$ cat src/rtl/instr_encoder.sv
// instr_encoder: packs MIPS-style instruction fields into 32-bit words
// and streams them, one at a time, into a DEPTH-word instruction memory.
//
// Ports
//   Clk, Rst          clock, asynchronous active-high reset
//   Start             one-cycle pulse: clear address/count/Error, arm intake
//   ReqValid/ReqReady field-set request handshake
//   ReqOpcode..ReqImm instruction fields of the request
//   Instruction       encoded word
//   InstrAddr         byte address of Instruction
//   InstrValid/InstrReady memory write handshake
//   WordCount         words written since Start
//   Full              WordCount == DEPTH
//   Error             sticky: unsupported opcode seen since Start
module instr_encoder #(
  parameter int unsigned DEPTH = 256,
  parameter logic [31:0] BASE_ADDR = 32'h0,
  localparam int unsigned CW = $clog2(DEPTH) + 1
) (
  input  logic          Clk,
  input  logic          Rst,
  input  logic          Start,
  input  logic          ReqValid,
  output logic          ReqReady,
  input  logic [5:0]    ReqOpcode,
  input  logic [5:0]    ReqFunct,
  input  logic [4:0]    ReqRs,
  input  logic [4:0]    ReqRt,
  input  logic [4:0]    ReqRd,
  input  logic [4:0]    ReqShamt,
  input  logic [15:0]   ReqImm,
  output logic [31:0]   Instruction,
  output logic [31:0]   InstrAddr,
  output logic          InstrValid,
  input  logic          InstrReady,
  output logic [CW-1:0] WordCount,
  output logic          Full,
  output logic          Error
);

  typedef enum logic [1:0] {
    IDLE,
    ACCEPT,
    HOLD,
    FULL
  } state_e;

  // Encoding family of the incoming opcode.
  typedef enum logic [1:0] {
    FMT_R,
    FMT_I,
    FMT_IZ,
    FMT_BAD
  } fmt_e;

  localparam logic [CW-1:0] CNT_FULL = CW'(DEPTH);
  localparam logic [CW-1:0] CNT_LAST = CW'(DEPTH - 1);
  localparam logic [31:0] ADDR_LAST =
    BASE_ADDR + 32'(4 * (DEPTH - 1));

  state_e        state_q, state_d;
  logic [31:0]   instr_q, instr_d;
  logic [31:0]   addr_q, addr_d;
  logic          valid_q, valid_d;
  logic [CW-1:0] count_q, count_d;
  logic          err_q, err_d;

  fmt_e        fmt;
  logic [31:0] enc;
  logic        req_hs;
  logic        out_hs;
  logic        last_word;

  // Opcode classification.
  always_comb begin
    fmt = FMT_BAD;
    unique case (ReqOpcode)
      6'b000000: fmt = FMT_R;
      6'b001000,
      6'b001100,
      6'b001101,
      6'b001110,
      6'b100011,
      6'b101011,
      6'b101000,
      6'b100000,
      6'b101001,
      6'b100001,
      6'b000100,
      6'b000101: fmt = FMT_I;
      // REGIMM: rt selects BGEZ/BLTZ and is passed through as-is.
      6'b000001: fmt = FMT_I;
      // BGTZ/BLEZ: rt field is architecturally zero.
      6'b000111,
      6'b000110: fmt = FMT_IZ;
      default:   fmt = FMT_BAD;
    endcase
  end

  // Field packing.
  always_comb begin
    enc = {ReqOpcode, ReqRs, ReqRt, ReqImm};
    unique case (fmt)
      FMT_R: begin
        enc = {ReqOpcode, ReqRs, ReqRt,
               ReqRd, ReqShamt, ReqFunct};
      end
      FMT_IZ: begin
        enc = {ReqOpcode, ReqRs, 5'b00000, ReqImm};
      end
      FMT_I,
      FMT_BAD: begin
        enc = {ReqOpcode, ReqRs, ReqRt, ReqImm};
      end
    endcase
  end

  assign ReqReady  = (state_q == ACCEPT) && !Start;
  assign req_hs    = ReqValid && ReqReady;
  // valid_q is only ever set in HOLD, so a stray
  // InstrReady elsewhere has no effect.
  assign out_hs    = (state_q == HOLD) && valid_q
                     && InstrReady;
  assign last_word = (count_q == CNT_LAST);

  always_comb begin
    state_d = state_q;
    instr_d = instr_q;
    addr_d  = addr_q;
    valid_d = valid_q;
    count_d = count_q;
    err_d   = err_q;
    if (Start) begin
      // Start wins over everything, including a
      // word still waiting for the memory.
      state_d = ACCEPT;
      valid_d = 1'b0;
      addr_d  = BASE_ADDR;
      count_d = '0;
      err_d   = 1'b0;
    end else begin
      unique case (state_q)
        IDLE: begin
          state_d = IDLE;
        end
        ACCEPT: begin
          if (req_hs) begin
            if (fmt == FMT_BAD) begin
              err_d = 1'b1;
            end else begin
              instr_d = enc;
              valid_d = 1'b1;
              state_d = HOLD;
            end
          end
        end
        HOLD: begin
          if (out_hs) begin
            valid_d = 1'b0;
            count_d = count_q + CW'(1);
            if (last_word) begin
              // Address parks on the last slot so it
              // never points past the region.
              state_d = FULL;
            end else begin
              addr_d  = addr_q + 32'd4;
              state_d = ACCEPT;
            end
          end
        end
        FULL: begin
          valid_d = 1'b0;
        end
      endcase
    end
  end

  always_ff @(posedge Clk or posedge Rst) begin
    if (Rst) begin
      state_q <= IDLE;
      instr_q <= '0;
      addr_q  <= BASE_ADDR;
      valid_q <= 1'b0;
      count_q <= '0;
      err_q   <= 1'b0;
    end else begin
      state_q <= state_d;
      instr_q <= instr_d;
      addr_q  <= addr_d;
      valid_q <= valid_d;
      count_q <= count_d;
      err_q   <= err_d;
    end
  end

  assign Instruction = instr_q;
  assign InstrAddr   = addr_q;
  assign InstrValid  = valid_q;
  assign WordCount   = count_q;
  assign Full        = (count_q == CNT_FULL);
  assign Error       = err_q;

  a_addr_bound: assert property (
    @(posedge Clk) disable iff (Rst)
    addr_q <= ADDR_LAST
  );

  a_count_bound: assert property (
    @(posedge Clk) disable iff (Rst)
    count_q <= CNT_FULL
  );

  a_valid_hold: assert property (
    @(posedge Clk) disable iff (Rst)
    valid_q |-> (state_q == HOLD)
  );

endmodule

$ cat config.mk
export PLATFORM = sky130hd
export DESIGN_NAME = instr_encoder
export DESIGN_NICKNAME = d
export VERILOG_FILES = /design/src/rtl/instr_encoder.sv
export SDC_FILE = /design/constraint.sdc
export NUM_CORES = 1
export LEC_CHECK = 0
export CAP_MARGIN = 20
export CORE_MARGIN = 1.5
export CORE_UTILIZATION = 46
export CTS_CLUSTER_DIAMETER = 150
export CTS_CLUSTER_SIZE = 10
export DETAILED_ROUTE_END_ITERATION = 12
export PLACE_DENSITY_LB_ADDON = 0.15
export SYNTH_ARGS = -nofsm -noshare
export SYNTH_HDL_FRONTEND = slang
export SYNTH_SLANG_ARGS = --single-unit
$ cat constraint.sdc
create_clock -name Clk -period 3.2 [get_ports Clk]
set_input_delay 0.48 -clock Clk [delete_from_list [all_inputs] [get_ports Clk]]
set_output_delay 0.48 -clock Clk [all_outputs]
set_load 0.01 [all_outputs]
Yosys cells after proc, flatten, opt, wreduce, memory -nomap -nowiden:

Memory sizes are Yosys's and may differ from the RTL's.
Cells that the tools add are included.
W data, S select, Z words.

* register bits: 77
* bits in read-only memories: 128
* input port bits: 53
* output and inout port bits: 77
* word-level logic and storage cells: 67
* memories kept: 1

* $add $sub $neg: 2
* equal/unequal tests: 12
* mux-type cells: 23
* bitwise operators: 2
* reductions and logical operators: 21

Memories
* (no name shown): words 64, bits a word 2, rd ports 1, clocked after memory_dff 0, write ports 0, line 77 `unique case (ReqOpcode)`

Operator list (count)
* $mux W32: 4
* $pmux W32 S3: 1
* $add A32 B3 Y32 const B: 1
* $mux W9: 3
* $reduce_and A4 Y1: 3
* $mux W2: 5
* $reduce_bool A2 Y1: 5
* $add A9 B1 Y9 const B: 1
* $eq A9 B8 Y1 const B: 1
* $eq A9 B9 Y1 const B: 1
* $ne A3 B3 Y1 const B: 3
* $eq A2 B2 Y1 const B: 4
* $mux W1: 8
* $reduce_bool A4 Y1: 2
* $pmux W2 S3: 1
* $reduce_and A3 Y1: 2
* $eq A2 B1 Y1 const B: 2
* $logic_and A1 B1 Y1: 4
* $logic_not A2 Y1: 2
* $pmux W1 S3: 1
* $ne A2 B2 Y1 const B: 1
* $not A1 Y1: 2
* $reduce_and A2 Y1: 1
* $reduce_or A2 Y1: 1
* $logic_not A1 Y1: 1

Longest topological paths before layout:

* depth after elaboration: 6
* gate-level depth with buffers: 11
* gate-level depth less buffers: 9

Worst setup path after synthesis:

No wires, ideal clock.

* path kind: flip-flop to flip-flop
* start: register count_q[0] (netlist: WordCount[0])
* end: register addr_q[24] (netlist: InstrAddr[24])
* setup time: 125 ps
* arrival: 2131 ps
* required time: 3075 ps
* slack: 943 ps
* cell stages (with the launch flop): 11
* buffers on the path: 1
* period minus slack after synthesis: 2257 ps
* cell sequence: dfrtp_1 ha_1 nand3_1 nor2_1 ha_1 and4b_1 buf_4 o21ai_2 nor3_2 nand3_1 mux2_4

* cells in the longest elaborated chain, start to end: 3

Ends and longest elaborated chain
* from (decl): line 65 `logic [CW-1:0] count_q, count_d;`
* from (signal assigned): line 191 `count_q <= count_d;`
* $eq A9 B8 Y1: line 124 `assign last_word = (count_q == CNT_LAST);`
* $ne A2 B2 Y1 (no line)
* $reduce_and A3 Y1 (no line)
* to (signal assigned): line 189 `addr_q <= addr_d;`
* to (decl): line 63 `logic [31:0] addr_q, addr_d;`

No other way between the ends.
A chain may end at the register's enable or synchronous reset.

Worst setup path in the final report:

* start: register count_q[2] (netlist: WordCount[2])
* end: output port Full

* cells in the longest elaborated chain, start to end: 1

Ends and longest elaborated chain
* $eq A9 B9 Y1: line 200 `assign Full = (count_q == CNT_FULL);`
* to (decl): line 37 `output logic Full,`

No other way between the ends.

==> run_results.csv <==
group,metric,value,unit
logic_synthesis,yosysUniqueCellTypes,49,
route,wl_per_cell,13.6,microns
global_route,grt_usage,20.4,%
critical_path,start_kind,"register",
pwr,switchingPower,0.853,mW
pwr,power.internal,2.24,mW
pwr,clockPowerShare,30.0,%
logic_synthesis,ys_seq_area_share,48.2,%
cells_and_area,nNetsFinal,587,
sta,hold_slack,0.482,ns
cells_and_area,diodes,0,
pwr,switching_share,27.6,%
run_status,outcome,"completed",
logic_synthesis,synth_area_leader_cell,"dfrtp_1",
logic_synthesis,synth_area_leaders,"dfrtp_1, nand2_1, xnor2_1",
pwr,leakage,2.37,nW
pwr,p_comb_share,29.1,%
cells_and_area,fin_area,5490,sq um
sta,slew_viol_final,0,
placed_design,placed_cells,620,
critical_path,reg2reg_slack,0.63,ns
clock_network,holdBufCountCts,0,
clock_network,cts_root_buf,"clkbuf_8",
logic_synthesis,synth_cells,403,
die,die_x,95.0,microns
sta,slew_headroom,52.3,%
logic_synthesis,ys_async_sr_fraction,100,%
critical_path,r2r-end,"InstrAddr[24]$_DFFE_PP0P_",
clock_network,cts_tree,"built",
logic_synthesis,yosysWarningCount,0,
route,vias,3249,
global_route,antenna_found_initial,0,
clock_network,postCtsSetupBuffers,0,
sta,fin_setup_tns,0,ns
clock_network,cts_resized,0,
min_path,min_from,"Instruction[17]$_DFFE_PP0P_",
sta,max_slew.worst_pin.slew,0.715,ns
placed_design,place_congestion,0.881,
clock_network,cts_max_level,3,
die,floorplan.initialDensity,47.4,%
clock_network,cts_buffers,9,
sta,fmax,0.388,GHz
min_path,hold_depth,2,
placed_design,dpl.hpwl,6390,microns
logic_synthesis,ys.flop_type,"dfrtp_1",
critical_path,r2r_start,"WordCount[0]$_DFFE_PP0P_",
route,dr.pass1.iters,4,
critical_path,critPathKind,"reg2out",
critical_path,cp.arrival,2.09,ns
cells_and_area,fin_cells,636,
logic_synthesis,netlist_area,3900,sq um
sta,setup_viol,0,
die,dieArea,9030,sq um
sta,fin_skew,0.00857,ns
die,coreArea,8220,sq um
die,rows,33,
pwr,p_total,3.09,mW
global_route,gr-total-overflow,0,
clock_network,clock_latency,0.33,ns
sta,hold_violations,0,
global_route,grt_pass1_vias,3134,
die,chipHeight,95.0,microns
cells_and_area,drive_above_1_share,7.72,%
sta,min_period,2.57,ns
min_path,min_to,"Instruction[17]$_DFFE_PP0P_",
sta,grt_setup_unrepaired,"no",
critical_path,end_kind,"output port",
flow_run,drv_cap,0,
die,num_io_pins,130,
route,drc,0,
global_route,grt_pass1_wl,14500,microns
pwr,ir_drop,0.000383,V
critical_path,worstPathMaxFanout,7,
route,routed_wl,8670,microns
critical_path,worstRegToRegCells,9,
critical_path,worstPathRequired,2.72,ns
route,drtAntennaViolNets,0,
global_route,grt_max_degree,43,
min_path,min-delay-path-class,"reg2reg",
clock_network,clockBufferDepth,2,
placed_design,dpl_cell_area,5240,sq um
logic_synthesis,synth_edf_count,0,
route,vias_per_cell,5.11,
logic_synthesis,netlist.area_leader.share,48.2,%
route,drtIter0Drc,88,
clock_network,cts_sinks,75,
logic_synthesis,avgSynthCellArea,9.67,sq um
sta,fin_crit_sh,80.4,%
cells_and_area,syn_to_final_growth,40.9,%
pwr,seqPwrFrac,40.9,%
logic_synthesis,ys_seq_elements,75,
pwr,power_per_cell_area,563,nW/um^2
placed_design,portBuffers,127,
clock_network,clk_pin_slew,0.07,ns
[logic make-up after synthesis]
kind of cell | count (synthesis) | synth area share [%]
buffers and inverters | 38 | 4.62
muxes | 18 | 4.75
and+or+nand+nor | 180 | 24.3
DFF | 75 | 48.2
adders and majority gates | 8 | 2.57
other | 1 | 0.0962
xor gates and xnor gates | 32 | 7.19
AOI/OAI and AO/OA | 51 | 8.28
[worst max-delay path by stage]
stage | start | to | slack (ns) | depth (start not counted)
6_report | WordCount[2]$_DFFE_PP0P_ | Full | 0.63 | 3
5_1_grt | WordCount[0]$_DFFE_PP0P_ | InstrAddr[24]$_DFFE_PP0P_ | 0.46 | 9
4_1_cts | WordCount[2]$_DFFE_PP0P_ | Full | 0.60 | 3
3_5_place_dp | ReqOpcode[2] | Instruction[0]$_DFFE_PP0P_ | 0.59 | 6
3_3_place_gp | ReqOpcode[2] | Instruction[1]$_DFFE_PP0P_ | 0.67 | 6
2_1_floorplan | Rst | Error$_DFFE_PP0P_ | 0.81 | 1
[metrics by stage]
step	util [%]	setup WS, ns
floorplan	-	0.810
global placement	63.7	0.666
detailed placement	63.7	0.593
CTS	66.8	0.601
global route	66.8	0.458
finish	66.8	0.626
[power by group through the flow]
| stage | sequential [mW] | combinational [mW] | clock, mW |
|---|---|---|---|
| 2_1_floorplan | 1.34 | 0.296 | 0 |
| 3_3_place_gp | 1.28 | 0.891 | 0 |
| 3_5_place_dp | 1.27 | 0.913 | 0 |
| 4_1_cts | 1.26 | 0.913 | 0.950 |
| 5_1_grt | 1.29 | 0.990 | 0.991 |
| 6_report | 1.26 | 0.900 | 0.927 |
[flip-flops by register name (all words and copies together), names as in the netlist]
name         flops
Instruction     32
state_q          2
InstrValid       1
Error            1
InstrAddr       30
WordCount        9
[cell usage after synthesis (2+ instances only)]
cell type / number
nor3_1: 7
nand2_1: 65
o21a_1: 2
mux2i_1: 17
xor2_1: 8
nand4_1: 5
nand2b_1: 3
o31ai_1: 4
o21ai_2: 2
nor2_1: 49
nor4_2: 10
o21ai_1: 19
nor2b_1: 5
nor4b_2: 3
buf_2: 3
dfrtp_1: 75
buf_4: 3
inv_1: 18
a21oi_1: 11
nand3_1: 12
or3_1: 6
and3_1: 3
ha_1: 8
clkbuf_1: 10
nor4b_1: 2
xnor2_1: 24
and4_1: 2
buf_6: 3
o21ai_0: 4
[layout make-up]
class / count / area [sq um]
fillers: 685 / 2720
flip-flops and latches: 75 / 1880
multi-input cells: 291 / 1850
repair buffers: 131 / 1310
clock buffers: 11 / 131
well taps: 105 / 131
clock inverters: 5 / 125
inverters: 18 / 67.6
[routing by layer]
layer  track usage (%)  up-vias  share of wire [%]
met1              27.1     1556                 45
li1                  -     1600                  -
met2              32.6       88                 48
met3              5.66        5                6.6
met5                 0        -                  0
met4              6.34        0               0.59
[placed cells by master (no fill, tap or decap), drive strengths merged, types with 2 or more instances in the layout]
cell type / count
o21ai: 25
o31ai: 4
clkbuf: 11
nor4b: 5
ha: 8
mux2i: 17
xnor2: 24
nand2b: 3
xor2: 8
or3: 6
nand3: 13
nand2: 65
bufinv: 4
buf: 5
clkdlybuf4s50: 126
nand4: 6
o21a: 2
dfrtp: 75
nor2b: 5
and3: 3
and4: 3
nor2: 49
inv: 18
nor4: 11
a21oi: 11
nor3: 8
conb: 2
[critical path, cell delays in order (launching register included)]
cell and delay (ns):
dfrtp_1 0.46, or4_1 0.54, nor4_1 0.18, clkdlybuf4s50_1 0.58
Note: power is estimated with default switching activity, not from simulation.
